`config.mk`:
```
export PLATFORM = sky130hd
export DESIGN_NAME = masked_xor_accumulator
export DESIGN_NICKNAME = d
export VERILOG_FILES = /design/src/rtl/masked_xor_accumulator.sv
export SDC_FILE = /design/constraint.sdc
export NUM_CORES = 1
export LEC_CHECK = 0
export ABC_AREA = 1
export BUFFER_PORTS_ARGS = -buffer_cell sky130_fd_sc_hd__buf_2
export CAP_MARGIN = 40
export CORE_MARGIN = 2
export CORE_UTILIZATION = 44
export DETAILED_ROUTE_END_ITERATION = 16
export PLACE_DENSITY = 0.74
export SYNTH_ARGS = -nofsm -noshare
export SYNTH_HDL_FRONTEND = slang
export SYNTH_SLANG_ARGS = --single-unit
```
`constraint.sdc`:
```
create_clock -name in_clock -period 1.1 [get_ports in_clock]
set_input_delay 0.055 -clock in_clock [delete_from_list [all_inputs] [get_ports in_clock]]
set_output_delay 0.055 -clock in_clock [all_outputs]
set_load 0.005 [all_outputs]
```
`src/rtl/masked_xor_accumulator.sv`:
```
// masked_xor_accumulator: share-wise XOR accumulation of NUM_WORDS masked operands per job.
// Define MASKED_XOR_REFRESH_EN to add in_random and remask the result on entry to DONE.
module masked_xor_accumulator #(
   parameter int NUM_SHARES = 2,
   parameter int WIDTH      = 8,
   parameter int NUM_WORDS  = 4
) (
   input  logic                          in_clock,
   input  logic                          in_reset_n,
   input  logic                          in_start,
   input  logic [NUM_SHARES*WIDTH-1:0]   in_data,
   input  logic                          in_valid,
   output logic                          out_ready,
   output logic [NUM_SHARES*WIDTH-1:0]   out_result,
   output logic                          out_valid,
   input  logic                          in_ready,
`ifdef MASKED_XOR_REFRESH_EN
   input  logic [(NUM_SHARES-1)*WIDTH-1:0] in_random,
`endif
   output logic                          out_busy
);
   localparam int DW = NUM_SHARES*WIDTH;
   localparam int CW = $clog2(NUM_WORDS)+1;
   typedef enum logic [1:0] {IDLE, ACCUM, DONE} state_t;
   state_t state, state_nx;
   logic [DW-1:0] acc, acc_nx, mask;
   logic [CW-1:0] cnt, cnt_nx;
   always_comb begin
      mask = '0;
`ifdef MASKED_XOR_REFRESH_EN
      // last share absorbs every random word so the unmasked value is preserved
      for (int i = 0; i < NUM_SHARES-1; i++) begin
         mask[i*WIDTH +: WIDTH] = in_random[i*WIDTH +: WIDTH];
         mask[(NUM_SHARES-1)*WIDTH +: WIDTH] = mask[(NUM_SHARES-1)*WIDTH +: WIDTH] ^ in_random[i*WIDTH +: WIDTH];
      end
`endif
   end
   always_comb begin
      state_nx = state;
      acc_nx = acc;
      cnt_nx = cnt;
      case (state)
         IDLE: if (in_start) begin
            state_nx = ACCUM;
            acc_nx = '0;
            cnt_nx = '0;
         end
         ACCUM: if (in_valid) begin
            cnt_nx = cnt + CW'(1);
            acc_nx = acc ^ in_data;
            if (cnt == CW'(NUM_WORDS-1)) begin
               state_nx = DONE;
               acc_nx = acc ^ in_data ^ mask;
            end
         end
         DONE: state_nx = in_ready ? IDLE : DONE;
         default: state_nx = IDLE;
      endcase
   end
   always_ff @(posedge in_clock or negedge in_reset_n)
      if (!in_reset_n) begin
         state <= IDLE;
         acc <= '0;
         cnt <= '0;
      end else begin
         state <= state_nx;
         acc <= acc_nx;
         cnt <= cnt_nx;
      end
   assign out_ready = state == ACCUM;
   assign out_valid = state == DONE;
   assign out_busy = state != IDLE;
   assign out_result = acc;
endmodule

```
==> results of run 1 <==
[through the flow]
step	setup TNS (ns)	total power [mW]
after CTS	-1.02	3.92
after global placement	-0.939	3.26
after floorplan	0	2.60
after detailed placement	-1.57	3.30
final	-2.39	3.99
after global routing	-3.18	4.39
[synth_stat cells, drive strengths merged]
| cell type | instances |
|---|---|
| nand2 | 94 |
| ha | 2 |
| buf | 5 |
| a21oi | 1 |
| o21bai | 1 |
| nand3 | 1 |
| inv | 10 |
| nand3b | 1 |
| o21ai | 3 |
| nor2 | 37 |
| dfrtp | 21 |
[logic make-up after synthesis]
kind of cell	after synthesis	synth area share
simple gates	133	0.442
flops	21	0.450
buf+inv	15	0.0632
compound gates	5	0.0235
fa+ha+maj	2	0.0214
[final cells by class]
class,instances,share of cell area
repair buffers,50,0.211
inverters,10,0.0257
multi-input cells,140,0.383
clock inverters,1,0.00322
clock buffers,3,0.0145
flip-flops and latches,21,0.338
well taps,30,0.0241
[what timing repair did]
action	4_1_cts	5_1_grt
hold buffers	2	0
pin swaps	4	5
buffers inserted	3	3
endpoints found under the setup margin	22	24
resized for setup	7	7
endpoints found under the hold margin	22	0
[worst register-to-register path, delay by kind of cell (launching register included)]
kind	cells	cell delay, ns
DFF	1	0.43
buffers and inverters	2	0.32
and+or+nand+nor	3	0.22
AOI/OAI and AO/OA	1	0.17
[worst paths after layout]
path / to / slack (ns) / cells after the start / from
worst max-delay path: out_result[14] / -0.13 / 6 / state[0]
worst min-delay path: out_result[3] / 0.08 / 6 / in_data[3]
worst max register to register: out_result[14] / -0.13 / 6 / state[0]
worst min register to register: cnt[1] / 0.50 / 2 / cnt[1]
max in group asynchronous: state[1] / 0.54 / 2 / in_reset_n
min in group asynchronous: out_result[9] / 0.22 / 2 / in_reset_n
[where the power goes]
part	switching [mW]	internal, mW
Sequential	0.270	1.07
Clock	0.229	0.135
Combinational	1.22	1.07
Total	1.72	2.27
[registers in the layout (all words and copies together) (netlist names)]
signal / flops
out_result: 16
cnt: 3
state: 2
[routing by layer]
layer,routed length (µm),vias to the layer above
met4,46,0
met2,1210,37
li1,-,622
met3,139,6
met5,0,-
met1,1160,492
[cell usage in the layout, fill, tap and decap left out]
| cell type | n |
|---|---|
| sky130_fd_sc_hd__a21oi_2 | 1 |
| sky130_fd_sc_hd__buf_12 | 2 |
| sky130_fd_sc_hd__buf_2 | 37 |
| sky130_fd_sc_hd__buf_4 | 5 |
| sky130_fd_sc_hd__buf_6 | 4 |
| sky130_fd_sc_hd__clkbuf_4 | 3 |
| sky130_fd_sc_hd__clkinv_2 | 1 |
| sky130_fd_sc_hd__dfrtp_1 | 20 |
| sky130_fd_sc_hd__dfrtp_2 | 1 |
| sky130_fd_sc_hd__dlygate4sd3_1 | 2 |
| sky130_fd_sc_hd__ha_1 | 2 |
| sky130_fd_sc_hd__inv_1 | 8 |
| sky130_fd_sc_hd__inv_2 | 1 |
| sky130_fd_sc_hd__inv_4 | 1 |
| sky130_fd_sc_hd__nand2_1 | 92 |
| sky130_fd_sc_hd__nand2_2 | 1 |
| sky130_fd_sc_hd__nand2_4 | 1 |
| sky130_fd_sc_hd__nand3_1 | 1 |
| sky130_fd_sc_hd__nand3b_1 | 1 |
| sky130_fd_sc_hd__nor2_1 | 34 |
| sky130_fd_sc_hd__nor2_4 | 3 |
| sky130_fd_sc_hd__o21ai_0 | 2 |
| sky130_fd_sc_hd__o21ai_1 | 1 |
| sky130_fd_sc_hd__o21bai_2 | 1 |
==> impl_table.tex, run 1 <==
\begin{tabular}{lr}
\hline
Metric & Value \\
\hline
\multicolumn{2}{l}{\textbf{Global route}} \\
\quad Pin count of the biggest net entering global routing & 22 \\
\quad Met2 Track Usage GR & 0.293 \\
\quad Global routing usage summed across all routing layers & 0.176 \\
\quad Global route hottest layer & met2 \\
\quad Global Route met1 Usage & 0.218 \\
\quad Global Route met3 Usage & 0.0304 \\
\quad Wire length of the first global-routing pass & 4.39 mm \\
\quad Overflow after GRT & 0 \\
\quad Antenna violations before repair & 0 \\
\quad Vias in the first global route & 1,033 \\
\multicolumn{2}{l}{\textbf{Timing}} \\
\quad Unrepaired setup endpoints after global routing & yes \\
\quad Slew headroom & 0.697 \\
\quad Count of endpoints failing setup in the final report & 24 \\
\quad Post-route clock skew & 0.000498 ns \\
\quad Final critical delay including setup and external delays & 1.23 ns \\
\quad Worst hold slack after final layout & 0.0839 ns \\
\quad Final worst slack & -0.130 ns \\
\quad Tightest Pin Transition & 0.454 ns \\
\quad Part of the cycle the worst path needs & 1.12 \\
\quad Number of slew-limit violations in the final report & 0 \\
\quad Final Hold Fails & 0 \\
\quad F\_max & 813 MHz \\
\multicolumn{2}{l}{\textbf{Synth}} \\
\quad Top cells by area, synth & sky130\_fd\_sc\_hd\_\_dfrtp\_1 (45\%), sky130\_fd\_sc\_hd\_\_nand2\_1 (30\%), sky130\_fd\_sc\_hd\_\_nor2\_1 (11\%), sky130\_fd\_sc\_hd\_\_inv\_1 (2.6\%), sky130\_fd\_sc\_hd\_\_ha\_1 (2.1\%) \\
\quad Number of cells produced by synthesis & 176 \\
\quad Fraction of synthesized cell area taken by the top area cell type & 0.450 \\
\quad Library cell occupying the most area in the post-synthesis netlist & sky130\_fd\_sc\_hd\_\_dfrtp\_1 \\
\quad Part of the Yosys area used for sequential elements & 0.450 \\
\quad Syn Std Cell Area & 1170 µm² \\
\quad Yosys Warn Count & 0 \\
\quad Synthesized flop and latch total & 21 \\
\quad Average size of a mapped cell & 6.64 µm² \\
\quad Nets in the synthesized netlist & 199 \\
\quad Count of unique library cells instantiated by Yosys & 17 \\
\multicolumn{2}{l}{\textbf{Layout}} \\
\quad Multi-input gate area in the final layout & 597 µm² \\
\quad Non-Filler Cell Area, Final & 1560 µm² \\
\quad Proportion of layout cells with a drive suffix above 1 & 0.276 \\
\quad Number of filler instances in the final layout & 224 \\
\quad Final-stage net count & 249 \\
\quad Sequential cell area & 527 µm² \\
\quad Final Instance Count excl. Fillers & 255 \\
\quad Post-route core utilization & 0.623 \\
\quad Area added between synthesis and finish & 33.2\% \\
\quad Antenna diodes & 0 \\
\multicolumn{2}{l}{\textbf{Worst setup path}} \\
\quad Maximum cell stage delay along the critical path & 0.43 ns \\
\quad Most frequent cell on the critical path & sky130\_fd\_sc\_hd\_\_nand2\_1 \\
\quad WP data required & 1.30 ns \\
\quad Cell at the slowest stage of the critical path & sky130\_fd\_sc\_hd\_\_dfrtp\_1 \\
\quad Largest fanout on the critical path & 19 \\
\quad Family with the most delay on the worst path & flip-flops \\
\quad Crit. End Element & flip-flop \\
\quad Path type of the worst setup path & reg -> reg \\
\quad Worst endpoint data arrival time & 1.43 ns \\
\quad Number of buffer and inverter instances along the worst setup path & 2 \\
\quad CP cell instances & buf\_4 -> a21oi\_2 -> nand2\_2 -> buf\_12 -> nand2\_1 -> nand2\_1 \\
\quad Type of element launching the critical path & flip-flop \\
\multicolumn{2}{l}{\textbf{Drt}} \\
\quad Detailed-routing iteration count for the pre-antenna-repair pass & 4 \\
\quad Antenna-violating nets left & 0 \\
\quad Wire length per cell after detailed routing & 10.0 µm \\
\quad Final routed DRC violation total & 0 \\
\quad Vias per std cell & 4.54 \\
\quad First DRT Iteration DRCs & 39 \\
\quad Routed vias & 1,157 \\
\quad Routed wire length & 2.56 mm \\
\multicolumn{2}{l}{\textbf{Place}} \\
\quad Post-placement cell area & 1420 µm² \\
\quad Post-detail-place hpwl & 1.68 mm \\
\quad IO buf count & 39 \\
\quad Setup slack at placement & -0.118 ns \\
\quad Final RePlAce weighted congestion & 0.825 \\
\quad Post-Place Cells & 244 \\
\multicolumn{2}{l}{\textbf{Clocking}} \\
\quad Clock latency on the worst-skew pair & 0.30 ns \\
\quad Clock tree from TritonCTS & done \\
\quad Clock-pin slew on the worst setup and hold paths & 0.11 ns \\
\quad Number of buffers on the longest clock path & 2 \\
\quad CTS sink cnt & 21 \\
\quad Clk Tree Root Cell & sky130\_fd\_sc\_hd\_\_clkbuf\_4 \\
\quad Depth of the CTS H-tree & 1 \\
\quad Number of clock buffers inserted by TritonCTS & 3 \\
\multicolumn{2}{l}{\textbf{Status}} \\
\quad Status & complete, but fails checks \\
\quad Failing checks & negative setup slack \\
\multicolumn{2}{l}{\textbf{Floorplanning}} \\
\quad Initial Util & 0.467 \\
\quad Number of standard-cell rows in the floorplan & 18 \\
\quad Number of top-level pins & 40 \\
\quad Die X-Extent & 55.5 µm \\
\quad Area enclosed by the die boundary & 3080 µm² \\
\quad Die Span Y & 55.5 µm \\
\quad Core Region & 2500 µm² \\
\multicolumn{2}{l}{\textbf{Pwr}} \\
\quad Worst-case vdd ir drop & 0.00140 V \\
\quad P\_leak & 0.928 nW \\
\quad Total power per unit cell area & 2560 nW/µm² \\
\multicolumn{2}{l}{\textbf{Flow run}} \\
\quad MaxCap Viol Count & 0 \\
\multicolumn{2}{l}{\textbf{Worst hold path}} \\
\quad Worst hold path class & in -> reg \\
\hline
\end{tabular}
(Power assumes the default switching activity.)
==> run 2: changes to the inputs <==
--- a/config.mk
+++ b/config.mk
@@ -9,9 +9,10 @@
 export BUFFER_PORTS_ARGS = -buffer_cell sky130_fd_sc_hd__buf_2
 export CAP_MARGIN = 40
 export CORE_MARGIN = 2
-export CORE_UTILIZATION = 44
+export CORE_UTILIZATION = 50
 export DETAILED_ROUTE_END_ITERATION = 16
-export PLACE_DENSITY = 0.74
+export HOLD_SLACK_MARGIN = 0.03
+export PLACE_DENSITY = 0.8
 export SYNTH_ARGS = -nofsm -noshare
 export SYNTH_HDL_FRONTEND = slang
 export SYNTH_SLANG_ARGS = --single-unit
==> constraint.sdc (replaced) <==
create_clock -name in_clock -period 1.5 [get_ports in_clock]
set_input_delay 0.075 -clock in_clock [delete_from_list [all_inputs] [get_ports in_clock]]
set_output_delay 0.075 -clock in_clock [all_outputs]
set_load 0.005 [all_outputs]
==> impl_table.tex, run 2 (same netlist as run 1, synthesis figures left out) <==
\begin{tabular}{lr}
\hline
Metric & Value \\
\hline
\multicolumn{2}{l}{\textbf{Worst setup path}} \\
\quad Largest fanout on the critical path & 13 (was 19) \\
\quad Cell at the slowest stage of the critical path & sky130\_fd\_sc\_hd\_\_dfrtp\_1 (unchanged) \\
\quad Maximum cell stage delay along the critical path & 0.45 ns (was 0.43 ns) \\
\quad Reg2Reg Depth & 6 (unchanged) \\
\quad Type of element launching the critical path & flip-flop (unchanged) \\
\quad WP data required & 1.42 ns (was 1.30 ns) \\
\quad Worst endpoint data arrival time & 1.23 ns (was 1.43 ns) \\
\quad Number of buffer and inverter instances along the worst setup path & 2 (unchanged) \\
\quad Crit. End Element & output pin (was flip-flop) \\
\quad CP cell instances & nor2\_2 -> buf\_4 -> buf\_2 (was buf\_4 -> a21oi\_2 -> nand2\_2 -> buf\_12 -> nand2\_1 -> nand2\_1) \\
\quad Path type of the worst setup path & reg -> out (was reg -> reg) \\
\quad Stages on the worst setup path & 3 (was 6) \\
\quad Family with the most delay on the worst path & flip-flops (unchanged) \\
\quad Internal reg-to-reg setup slack & 0.26 ns (was -0.13 ns) \\
\multicolumn{2}{l}{\textbf{Pwr}} \\
\quad Worst-case vdd ir drop & 0.000928 V (was 0.00140 V) \\
\quad P\_leak & 0.877 nW (was 0.928 nW) \\
\quad Total power per unit cell area & 1810 nW/µm² (was 2560 nW/µm²) \\
\quad Total Power Consumption & 2.61 mW (was 3.99 mW) \\
\multicolumn{2}{l}{\textbf{Clocking}} \\
\quad Number of clock buffers inserted by TritonCTS & 3 (unchanged) \\
\quad Number of buffers on the longest clock path & 2 (unchanged) \\
\quad Clock-pin slew on the worst setup and hold paths & 0.11 ns (about the same) \\
\quad CTS sink cnt & 21 (unchanged) \\
\quad Clk Tree Root Cell & sky130\_fd\_sc\_hd\_\_clkbuf\_4 (unchanged) \\
\quad Depth of the CTS H-tree & 1 (unchanged) \\
\quad Clock latency on the worst-skew pair & 0.31 ns (was 0.30 ns) \\
\quad Post CTS Setup Buffer Count & 0 (was 3) \\
\quad Number of buffers added to fix hold violations after cts & 2 (unchanged) \\
\quad Post-CTS resize count & 0 (was 7) \\
\quad Clock tree from TritonCTS & done (unchanged) \\
\multicolumn{2}{l}{\textbf{Floorplanning}} \\
\quad Die Span Y & 52.3 µm (was 55.5 µm) \\
\quad Initial Util & 0.528 (was 0.467) \\
\quad Area enclosed by the die boundary & 2740 µm² (was 3080 µm²) \\
\quad Number of top-level pins & 40 (unchanged) \\
\quad Core Region & 2210 µm² (was 2500 µm²) \\
\quad Die X-Extent & 52.3 µm (was 55.5 µm) \\
\quad Number of standard-cell rows in the floorplan & 17 (was 18) \\
\multicolumn{2}{l}{\textbf{Timing}} \\
\quad Final Hold Fails & 0 (unchanged) \\
\quad Unrepaired setup endpoints after global routing & no (was yes) \\
\quad Number of slew-limit violations in the final report & 0 (unchanged) \\
\quad Count of endpoints failing setup in the final report & 0 (was 24) \\
\quad Accumulated negative setup slack & 0 ns (was -2.39 ns) \\
\quad Post-route clock skew & 0.00299 ns (was 0.000498 ns) \\
\quad Final critical delay including setup and external delays & 1.31 ns \\
\quad Slew headroom & 0.682 (was 0.697) \\
\quad Worst hold slack after final layout & 0.0934 ns (was 0.0839 ns) \\
\quad Part of the cycle the worst path needs & 0.872 \\
\quad F\_max & 764 MHz \\
\quad Tightest Pin Transition & 0.476 ns (was 0.454 ns) \\
\multicolumn{2}{l}{\textbf{Layout}} \\
\quad Sequential cell area & 526 µm² (was 527 µm²) \\
\quad Commonest cells after routing, fill and taps aside & sky130\_fd\_sc\_hd\_\_nand2\_1 (93), sky130\_fd\_sc\_hd\_\_buf\_2 (39), sky130\_fd\_sc\_hd\_\_nor2\_1 (35), sky130\_fd\_sc\_hd\_\_dfrtp\_1 (21), sky130\_fd\_sc\_hd\_\_inv\_1 (8) (was sky130\_fd\_sc\_hd\_\_nand2\_1 (92), sky130\_fd\_sc\_hd\_\_buf\_2 (37), sky130\_fd\_sc\_hd\_\_nor2\_1 (34), sky130\_fd\_sc\_hd\_\_dfrtp\_1 (20), sky130\_fd\_sc\_hd\_\_inv\_1 (8)) \\
\quad Most frequent standard cell in the layout excluding fill and tap cells & sky130\_fd\_sc\_hd\_\_nand2\_1 (unchanged) \\
\quad Proportion of layout cells with a drive suffix above 1 & 0.232 (was 0.276) \\
\quad Number of filler instances in the final layout & 200 (was 224) \\
\quad Final-stage net count & 244 (was 249) \\
\quad Area added between synthesis and finish & 23.1\% (was 33.2\%) \\
\quad Post-route core utilization & 0.650 (was 0.623) \\
\quad Antenna diodes & 0 (unchanged) \\
\quad Flip-flop count of the largest register after layout & 16 (unchanged) \\
\quad Multi-input gate area in the final layout & 569 µm² (was 597 µm²) \\
\quad Final Instance Count excl. Fillers & 248 (was 255) \\
\multicolumn{2}{l}{\textbf{Place}} \\
\quad Final RePlAce weighted congestion & 0.691 (was 0.825) \\
\quad IO buf count & 39 (unchanged) \\
\quad Post-Place Cells & 242 (was 244) \\
\quad Post-detail-place hpwl & 1.95 mm (was 1.68 mm) \\
\multicolumn{2}{l}{\textbf{Drt}} \\
\quad Final routed DRC violation total & 0 (unchanged) \\
\quad First DRT Iteration DRCs & 22 (was 39) \\
\quad Wire length per cell after detailed routing & 10.3 µm (was 10.0 µm) \\
\quad Vias per std cell & 4.83 (was 4.54) \\
\quad Routed vias & 1,197 (was 1,157) \\
\quad Detailed-routing iteration count for the pre-antenna-repair pass & 4 (unchanged) \\
\quad Routed wire length & 2.56 mm (about the same) \\
\quad Antenna-violating nets left & 0 (unchanged) \\
\multicolumn{2}{l}{\textbf{Global route}} \\
\quad Global routing usage summed across all routing layers & 0.204 (was 0.176) \\
\quad Overflow after GRT & 0 (unchanged) \\
\quad Antenna violations before repair & 0 (unchanged) \\
\quad Pin count of the biggest net entering global routing & 22 (unchanged) \\
\quad Wire length of the first global-routing pass & 4.14 mm (was 4.39 mm) \\
\quad Vias in the first global route & 1,044 (was 1,033) \\
\multicolumn{2}{l}{\textbf{Flow run}} \\
\quad MaxCap Viol Count & 0 (unchanged) \\
\multicolumn{2}{l}{\textbf{Worst hold path}} \\
\quad Number of stages on the worst hold path & 6 (unchanged) \\
\quad Worst hold path class & in -> reg (unchanged) \\
\multicolumn{2}{l}{\textbf{Status}} \\
\quad Status & finished clean (was complete, but fails checks) \\
\hline
\end{tabular}
-- run 2: changes by cell type in the layout (fill, tap and decap cells not counted), sizes merged --
cell | previous run | this run
clkinv | 1 | 0
buf | 48 | 43
clkbuf | 3 | 4
-- run 2: final timing paths --
check | from | end
min in group asynchronous | in_reset_n | out_result[7]
setup / recovery | state[1] | out_ready
hold / removal | in_data[5] | out_result[5]
max in group asynchronous | in_reset_n | cnt[0]
hold reg to reg | cnt[2] | cnt[2]
setup reg to reg | state[1] | cnt[0]
-- run 2: layout make-up --
class | count | share of cell area
timing repair buffer | 45 | 0.170
multi-input combinational | 140 | 0.396
inverter | 10 | 0.0261
sequential | 21 | 0.365
clock buffer | 4 | 0.0183
tap | 28 | 0.0243
-- run 2: metrics by stage --
step / setup WS [ns] / cell area, µm²
2_1_floorplan: 0.406 / 1170
3_3_place_gp: 0.299 / 1390
3_5_place_dp: 0.278 / 1390
4_1_cts: 0.179 / 1440
5_1_grt: 0.119 / 1440
6_report: 0.192 / 1440
-- run 2: power breakdown --
| group | switching (mW) | internal (mW) |
|---|---|---|
| clock | 0.170 | 0.104 |
| sequential | 0.200 | 0.785 |
| combinational | 0.797 | 0.550 |
-- run 2: worst reg2reg max path: cells and delay by family, from the launching register on --
family,cells,cell delay (ns)
and+or+nand+nor,4,0.47
DFF,1,0.45
buffers and inverters,2,0.28
-- run 2: routing by layer --
metal,routed length (µm),vias to the layer above,track usage
li1,-,616,-
met1,1050,542,0.223
met2,1320,36,0.388
met3,153,3,0.0343
met4,31,0,0.0769
met5,0,-,0
